$ cat config.mk
export PLATFORM = sky130hd
export DESIGN_NAME = regfile_mp_flat
export DESIGN_NICKNAME = d
export VERILOG_FILES = /design/src/rtl/regfile_pkg.sv /design/src/rtl/regfile_mp_if.sv /design/src/rtl/regfile_scoreboard.sv /design/src/rtl/regfile_mp.sv /design/src/flat_wrapper.sv
export SDC_FILE = /design/constraint.sdc
export NUM_CORES = 2
export LEC_CHECK = 0
export BUFFER_PORTS_ARGS = -buffer_cell sky130_fd_sc_hd__buf_4
export CORE_MARGIN = 4
export CORE_UTILIZATION = 35
export DETAILED_ROUTE_END_ITERATION = 16
export PLACE_DENSITY = 0.6
export SLEW_MARGIN = 20
export SYNTH_ARGS = -nofsm -noshare
export SYNTH_HDL_FRONTEND = slang
export SYNTH_SLANG_ARGS = --single-unit
export TNS_END_PERCENT = 1
$ cat constraint.sdc
create_clock -name clock -period 5.03 [get_ports clock]
set_clock_uncertainty 0.2 [all_clocks]
set_input_delay 1.006 -clock clock [delete_from_list [all_inputs] [get_ports clock]]
set_output_delay 1.006 -clock clock [all_outputs]
set_load 0.01 [all_outputs]
$ cat src/rtl/regfile_pkg.sv
// Shared constants and types for the multi-port integer register file.
// Decode and writeback stages import the same addr_t/word_t definitions.
package regfile_pkg;

    localparam int unsigned XLEN     = 32;
    localparam int unsigned NUM_REGS = 32;
    localparam int unsigned REG_ZERO = 0;
    localparam int unsigned ADDR_W   = $clog2(NUM_REGS);

    typedef logic [ADDR_W-1:0] addr_t;
    typedef logic [XLEN-1:0]   word_t;

endpackage

$ cat src/rtl/regfile_mp_if.sv
// Read, write and reservation bus of the multi-port register file.
// The master side is the core (decode and writeback); the slave side is the register file.
interface regfile_mp_if #(
    parameter int unsigned DATA_WIDTH = 32,
    parameter int unsigned ADDR_WIDTH = 5,
    parameter int unsigned NUM_READ   = 2,
    parameter int unsigned NUM_WRITE  = 1
);

    logic [NUM_READ*ADDR_WIDTH-1:0]  rs_address;
    logic [NUM_READ*DATA_WIDTH-1:0]  rs_data;
    logic [NUM_READ-1:0]             rs_busy;
    logic [NUM_WRITE-1:0]            wr_enable;
    logic [NUM_WRITE*ADDR_WIDTH-1:0] wr_address;
    logic [NUM_WRITE*DATA_WIDTH-1:0] wr_data;
    logic                            rsv_enable;
    logic [ADDR_WIDTH-1:0]           rsv_address;

    modport master (
        output rs_address, wr_enable, wr_address, wr_data, rsv_enable, rsv_address,
        input  rs_data, rs_busy
    );

    modport slave (
        input  rs_address, wr_enable, wr_address, wr_data, rsv_enable, rsv_address,
        output rs_data, rs_busy
    );

endinterface

$ cat src/rtl/regfile_scoreboard.sv
// Per-register busy bits: reservations set, enabled writes clear, set wins on a tie.
// Read ports see the registered busy bits only; a same-cycle release is not forwarded.
module regfile_scoreboard #(
    parameter int unsigned NUM_REGS   = 32,
    parameter int unsigned ADDR_WIDTH = 5,
    parameter int unsigned NUM_READ   = 2,
    parameter int unsigned NUM_WRITE  = 1,
    parameter bit          ZERO_REG   = 1'b1
) (
    input  logic                            clock,
    input  logic                            reset_n,
    input  logic                            rsv_enable,
    input  logic [ADDR_WIDTH-1:0]           rsv_address,
    input  logic [NUM_WRITE-1:0]            wr_enable,
    input  logic [NUM_WRITE*ADDR_WIDTH-1:0] wr_address,
    input  logic [NUM_READ*ADDR_WIDTH-1:0]  rs_address,
    output logic [NUM_READ-1:0]             rs_busy_c
);

    logic [NUM_REGS-1:0] busy_q;
    logic [NUM_REGS-1:0] busy_d;

    // Releases first, then the reservation, so a new producer supersedes the retiring one.
    always_comb begin
        busy_d = busy_q;
        for (int w = 0; w < int'(NUM_WRITE); w++) begin
            if (wr_enable[w]) begin
                busy_d[wr_address[w*ADDR_WIDTH +: ADDR_WIDTH]] = 1'b0;
            end
        end
        if (rsv_enable) begin
            busy_d[rsv_address] = 1'b1;
        end
        if (ZERO_REG) begin
            busy_d[0] = 1'b0;
        end
    end

    always_ff @(posedge clock or negedge reset_n) begin
        if (!reset_n) begin
            busy_q <= '0;
        end else begin
            busy_q <= busy_d;
        end
    end

    always_comb begin
        rs_busy_c = '0;
        for (int r = 0; r < int'(NUM_READ); r++) begin
            rs_busy_c[r] = busy_q[rs_address[r*ADDR_WIDTH +: ADDR_WIDTH]];
        end
    end

endmodule

$ cat src/rtl/regfile_mp.sv
// Parametrised multi-port register file with optional write-to-read bypass,
// hard-wired zero register and a reservation scoreboard.
module regfile_mp #(
    parameter int unsigned DATA_WIDTH = regfile_pkg::XLEN,
    parameter int unsigned NUM_REGS   = regfile_pkg::NUM_REGS,
    parameter int unsigned NUM_READ   = 2,
    parameter int unsigned NUM_WRITE  = 1,
    parameter bit          BYPASS     = 1'b1,
    parameter bit          ZERO_REG   = 1'b1
) (
    input  logic         clock,
    input  logic         reset_n,
    regfile_mp_if.slave  bus
);

    import regfile_pkg::*;

    localparam int unsigned ADDR_WIDTH = $clog2(NUM_REGS);
    localparam logic [ADDR_WIDTH-1:0] ZERO_ADDR = ADDR_WIDTH'(REG_ZERO);

    logic [DATA_WIDTH-1:0] regs_q [NUM_REGS];
    logic [DATA_WIDTH-1:0] regs_d [NUM_REGS];
    logic [NUM_READ*DATA_WIDTH-1:0] rs_data_c;
    logic [NUM_READ-1:0]            rs_busy_c;

    // Ascending port order lets the highest-index enabled writer win a conflict.
    always_comb begin
        regs_d = regs_q;
        for (int w = 0; w < int'(NUM_WRITE); w++) begin
            if (bus.wr_enable[w]) begin
                regs_d[bus.wr_address[w*ADDR_WIDTH +: ADDR_WIDTH]] =
                    bus.wr_data[w*DATA_WIDTH +: DATA_WIDTH];
            end
        end
        if (ZERO_REG) begin
            regs_d[ZERO_ADDR] = '0;
        end
    end

    always_ff @(posedge clock or negedge reset_n) begin
        if (!reset_n) begin
            regs_q <= '{default: '0};
        end else begin
            regs_q <= regs_d;
        end
    end

    // Bypass is gated by reset so reads show zero for the whole time reset is held.
    always_comb begin
        logic [ADDR_WIDTH-1:0] ra;
        logic [DATA_WIDTH-1:0] rv;
        rs_data_c = '0;
        ra        = '0;
        rv        = '0;
        for (int r = 0; r < int'(NUM_READ); r++) begin
            ra = bus.rs_address[r*ADDR_WIDTH +: ADDR_WIDTH];
            rv = regs_q[ra];
            if (BYPASS && reset_n) begin
                for (int w = 0; w < int'(NUM_WRITE); w++) begin
                    if (bus.wr_enable[w] && (bus.wr_address[w*ADDR_WIDTH +: ADDR_WIDTH] == ra)) begin
                        rv = bus.wr_data[w*DATA_WIDTH +: DATA_WIDTH];
                    end
                end
            end
            if (ZERO_REG && (ra == ZERO_ADDR)) begin
                rv = '0;
            end
            rs_data_c[r*DATA_WIDTH +: DATA_WIDTH] = rv;
        end
    end

    regfile_scoreboard #(
        .NUM_REGS   (NUM_REGS),
        .ADDR_WIDTH (ADDR_WIDTH),
        .NUM_READ   (NUM_READ),
        .NUM_WRITE  (NUM_WRITE),
        .ZERO_REG   (ZERO_REG)
    ) u_scoreboard (
        .clock       (clock),
        .reset_n     (reset_n),
        .rsv_enable  (bus.rsv_enable),
        .rsv_address (bus.rsv_address),
        .wr_enable   (bus.wr_enable),
        .wr_address  (bus.wr_address),
        .rs_address  (bus.rs_address),
        .rs_busy_c   (rs_busy_c)
    );

    assign bus.rs_data = rs_data_c;
    assign bus.rs_busy = rs_busy_c;

endmodule
$ cat src/flat_wrapper.sv
// flat-port wrapper written by rule: the top's interface ports become plain ports
module regfile_mp_flat import regfile_pkg::*;
#(
    parameter int unsigned DATA_WIDTH = regfile_pkg::XLEN,
    parameter int unsigned NUM_REGS   = regfile_pkg::NUM_REGS,
    parameter int unsigned NUM_READ   = 2,
    parameter int unsigned NUM_WRITE  = 1,
    parameter bit          BYPASS     = 1'b1,
    parameter bit          ZERO_REG   = 1'b1
)
  (clock, reset_n, bus_rs_address, bus_wr_enable, bus_wr_address, bus_wr_data, bus_rsv_enable, bus_rsv_address, bus_rs_data, bus_rs_busy);
  regfile_mp_if #(.DATA_WIDTH(DATA_WIDTH), .NUM_READ(NUM_READ), .NUM_WRITE(NUM_WRITE)) bus_i ();
  input  logic clock;
  input  logic reset_n;
  input wire logic [$bits(bus_i.rs_address)-1:0] bus_rs_address;
  input wire logic [$bits(bus_i.wr_enable)-1:0] bus_wr_enable;
  input wire logic [$bits(bus_i.wr_address)-1:0] bus_wr_address;
  input wire logic [$bits(bus_i.wr_data)-1:0] bus_wr_data;
  input wire logic [$bits(bus_i.rsv_enable)-1:0] bus_rsv_enable;
  input wire logic [$bits(bus_i.rsv_address)-1:0] bus_rsv_address;
  output wire logic [$bits(bus_i.rs_data)-1:0] bus_rs_data;
  output wire logic [$bits(bus_i.rs_busy)-1:0] bus_rs_busy;
  assign bus_i.rs_address = bus_rs_address;
  assign bus_i.wr_enable = bus_wr_enable;
  assign bus_i.wr_address = bus_wr_address;
  assign bus_i.wr_data = bus_wr_data;
  assign bus_i.rsv_enable = bus_rsv_enable;
  assign bus_i.rsv_address = bus_rsv_address;
  assign bus_rs_data = bus_i.rs_data;
  assign bus_rs_busy = bus_i.rs_busy;
  regfile_mp #(.DATA_WIDTH(DATA_WIDTH), .NUM_REGS(NUM_REGS), .NUM_READ(NUM_READ), .NUM_WRITE(NUM_WRITE), .BYPASS(BYPASS), .ZERO_REG(ZERO_REG)) u_core (.clock(clock), .reset_n(reset_n), .bus(bus_i));
endmodule
==> impl_metrics.py <==
metrics = {
    "run_status": {
        "status": "completed",
    },
    "detailed_routing": {
        "route.detailed.drc": 0,
        "drt_iter0_markers": 3707,
        "via_per_inst": 6.25,
        "wirelength_um": 191000,
        "num_vias": 36800,
        "drtAntennaViolNets": 0,
        "routedWlPerCell_um": 32.5,
        "firstDrtPassIters": 5,
    },
    "yosys": {
        "syn_avg_cell_area_um2": 14.7,
        "synth_top_flop_cell": "dfrtp_1",
        "ys_seq_elements": 1023,
        "ys_top_cells_by_count": "mux2_2 (1117), dfrtp_1 (1023), mux4_2 (454)",
        "synth_area_leaders": "dfrtp_1 (47%), mux2_2 (23%), mux4_2 (19%)",
        "synth_top_area_frac": 0.465,
        "yosysTopAreaCell": "dfrtp_1",
        "yosysMostFrequentCell": "mux2_2",
        "yosys_warnings": 0,
        "synth_enable_flop_cells": 0,
        "synthCells": 3732,
        "syn_nets": 3788,
        "synth.distinct_cells": 43,
        "ys_seq_area_frac": 0.465,
        "netlist_area_um2": 55000,
        "async_flop_share": 1.00,
    },
    "finish": {
        "finalNetCount": 3799,
        "syn_to_final_growth_pct": 14.2,
        "fin_util": 0.402,
        "drive_gt1_frac": 0.550,
        "instances_no_fill": 5895,
    },
    "clock_network": {
        "postCtsResizedCells": 0,
        "cts_sinks": 1023,
        "cts_tree": "built",
        "clockBufferDepth": 3,
        "clk_pin_slew_ns": 0.06,
        "cts_hold_buf": 0,
        "clock_latency_ns": 0.73,
        "post_cts_buffers": 0,
        "cts_root_buf": "clkbuf_16",
        "htreeDepth": 3,
        "cts_made_buffers": 115,
    },
    "power_and_ir_drop": {
        "p_per_area_nw_per_um2": 399,
        "finalPower_mw": 25.1,
        "peakVddDrop_uv": 271,
        "p_leak_nw": 26.7,
    },
    "timing": {
        "slew_viol_final": 0,
        "fmax_mhz": 212,
        "final-setup-viol-count": 0,
        "max_slew_margin": 0.212,
        "hold_violations": 0,
        "worst_pin_slew_ns": 1.18,
        "fin_setup_tns_ns": 0,
        "grt_setup_unrepaired": "false",
        "period_share": 0.937,
        "fin_crit_ns": 4.71,
    },
    "worst_setup_path": {
        "worstSetupPathType": "primary input to output port",
        "crit_end": "bus_rs_data[24]",
        "r2r_end": "u_core.regs_q[930]$_DFFE_PN0P_",
        "startpoint": "bus_rs_address[3]",
        "worstSetupStartpointType": "primary input",
        "crit_arrival_ns": 3.51,
        "critPathMaxFanout": 24,
        "critPathCaptureType": "output port",
        "reg2reg_depth": 1,
        "rr_startpoint": "u_core.regs_q[930]$_DFFE_PN0P_",
        "worstPathRequired_ns": 3.82,
        "r2r_slack_ns": 4.01,
    },
    "floorplanning": {
        "die_y_um": 405,
        "start_util": 0.352,
        "die_w_um": 405,
        "num_rows": 145,
        "core_area_um2": 156000,
        "ios": 122,
        "die-area_um2": 164000,
    },
    "grt": {
        "grt_pass1_vias": 37200,
        "grt_start_max_net_pins": 162,
        "grt_antenna_before_repair": 7,
        "grt_overflow_total": 0,
        "gr-usage-all-layers": 0.231,
        "grt_first_pass_wirelength_um": 276000,
    },
    "placement": {
        "dpl.hpwl_um": 111000,
        "portBuffers": 121,
        "routabilityCongestion": 0.827,
        "place_inst": 5684,
    },
    "worst_hold_path": {
        "hold_path_class": "primary input to asynchronous set/reset pin",
    },
    "job": {
        "max_cap_viol_count": 0,
    },
}
-- routing by layer --
layer | wire length [µm] | GRT usage | up-vias | part of all wire
met5 | 27 | 0 | - | 0.00014
met4 | 7530 | 0.0814 | 4 | 0.039
met3 | 15600 | 0.0490 | 364 | 0.081
met2 | 86200 | 0.352 | 1665 | 0.45
met1 | 82000 | 0.327 | 20200 | 0.43
li1 | - | - | 14600 | -
-- final cells by class --
class / instances / area (µm²)
repair buffers: 295 / 2750
multi-input cells: 2307 / 28000
diodes: 2 / 5.00
well taps: 2058 / 2570
flip-flops and latches: 1023 / 25600
clock inverters: 43 / 527
clock buffers: 166 / 3400
fillers: 14300 / 93400
inverters: 1 / 3.75
-- sequential cells by signal, indices dropped and copies added (netlist names) --
name,cells
u_core.regs_q,992
u_core.u_scoreboard.busy_q,31
-- cells by family after synthesis --
group | Yosys count | share of synthesized area
muxes | 1643 | 0.427
xor gates and xnor gates | 10 | 0.00159
AOI/OAI and AO/OA | 391 | 0.0518
DFF | 1023 | 0.465
and+or+nand+nor | 263 | 0.0224
buffers and inverters | 402 | 0.0315
-- power by group --
| part | switching, mW | total [mW] | internal, mW |
|---|---|---|---|
| sequential | 1.17 | 11.0 | 9.86 |
| clock | 3.61 | 8.79 | 5.19 |
| combinational | 2.11 | 5.25 | 3.13 |
-- critical path, stage by stage --
cell and delay (ns):
clkbuf_8 0.29, or2_2 0.20, buf_4 0.18, nor4_1 0.09
a21oi_2 0.32, buf_4 0.41, o21ai_0 0.20, o31ai_1 0.42
buf_4 0.22, buf_4 0.12
-- worst min path at each step --
stage                                                 start                                      end  slack [ns]
CTS                                                 reset_n           u_core.regs_q[960]$_DFFE_PN0P_        0.21
floorplan           u_core.u_scoreboard.busy_q[3]$_DFF_PN0_  u_core.u_scoreboard.busy_q[3]$_DFF_PN0_        0.28
finish                                              reset_n           u_core.regs_q[960]$_DFFE_PN0P_        0.24
detailed placement  u_core.u_scoreboard.busy_q[8]$_DFF_PN0_  u_core.u_scoreboard.busy_q[8]$_DFF_PN0_        0.30
global placement             u_core.regs_q[914]$_DFFE_PN0P_           u_core.regs_q[914]$_DFFE_PN0P_        0.30
global route                                        reset_n           u_core.regs_q[960]$_DFFE_PN0P_        0.23
-- per-stage QoR --
stage | worst slack (ns) | cell area [µm²] | hold WS [ns]
4_1_cts | 0.344 | 62800 | 0.213
2_1_floorplan | 1.02 | 55000 | 0.277
6_report | 0.315 | 62800 | 0.236
3_5_place_dp | 0.358 | 58900 | 0.305
5_1_grt | 0.248 | 62800 | 0.232
3_3_place_gp | 0.201 | 58900 | 0.299
-- cells in the final DEF (no fill, tap or decap), drive strengths merged, types with 2 or more instances in the layout --
cell / Yosys / final
clkinv: 0 / 26
mux4: 454 / 454
nand3b: 6 / 6
a211oi: 9 / 9
nand3: 32 / 32
o31ai: 23 / 23
a32oi: 22 / 22
mux2: 1117 / 1117
and3: 2 / 2
and3b: 2 / 2
a21oi: 46 / 46
mux2i: 72 / 72
nor2: 87 / 87
xnor2: 5 / 5
clkbuf: 207 / 167
nor3: 13 / 13
buf: 194 / 294
nor3b: 8 / 8
or3b: 2 / 2
xor2: 5 / 5
diode: 0 / 2
nand2b: 6 / 6
and2: 2 / 2
clkinvlp: 0 / 4
o21ai: 60 / 60
a221oi: 47 / 47
a22o: 44 / 44
inv: 1 / 4
dfrtp: 1023 / 1023
nor2b: 20 / 20
o22ai: 32 / 32
bufinv: 0 / 10
a221o: 15 / 15
or2: 6 / 6
o41ai: 3 / 3
nor4: 7 / 7
nand2: 68 / 68
a22oi: 58 / 58
a2111oi: 30 / 30
(Power assumes the default switching activity.)
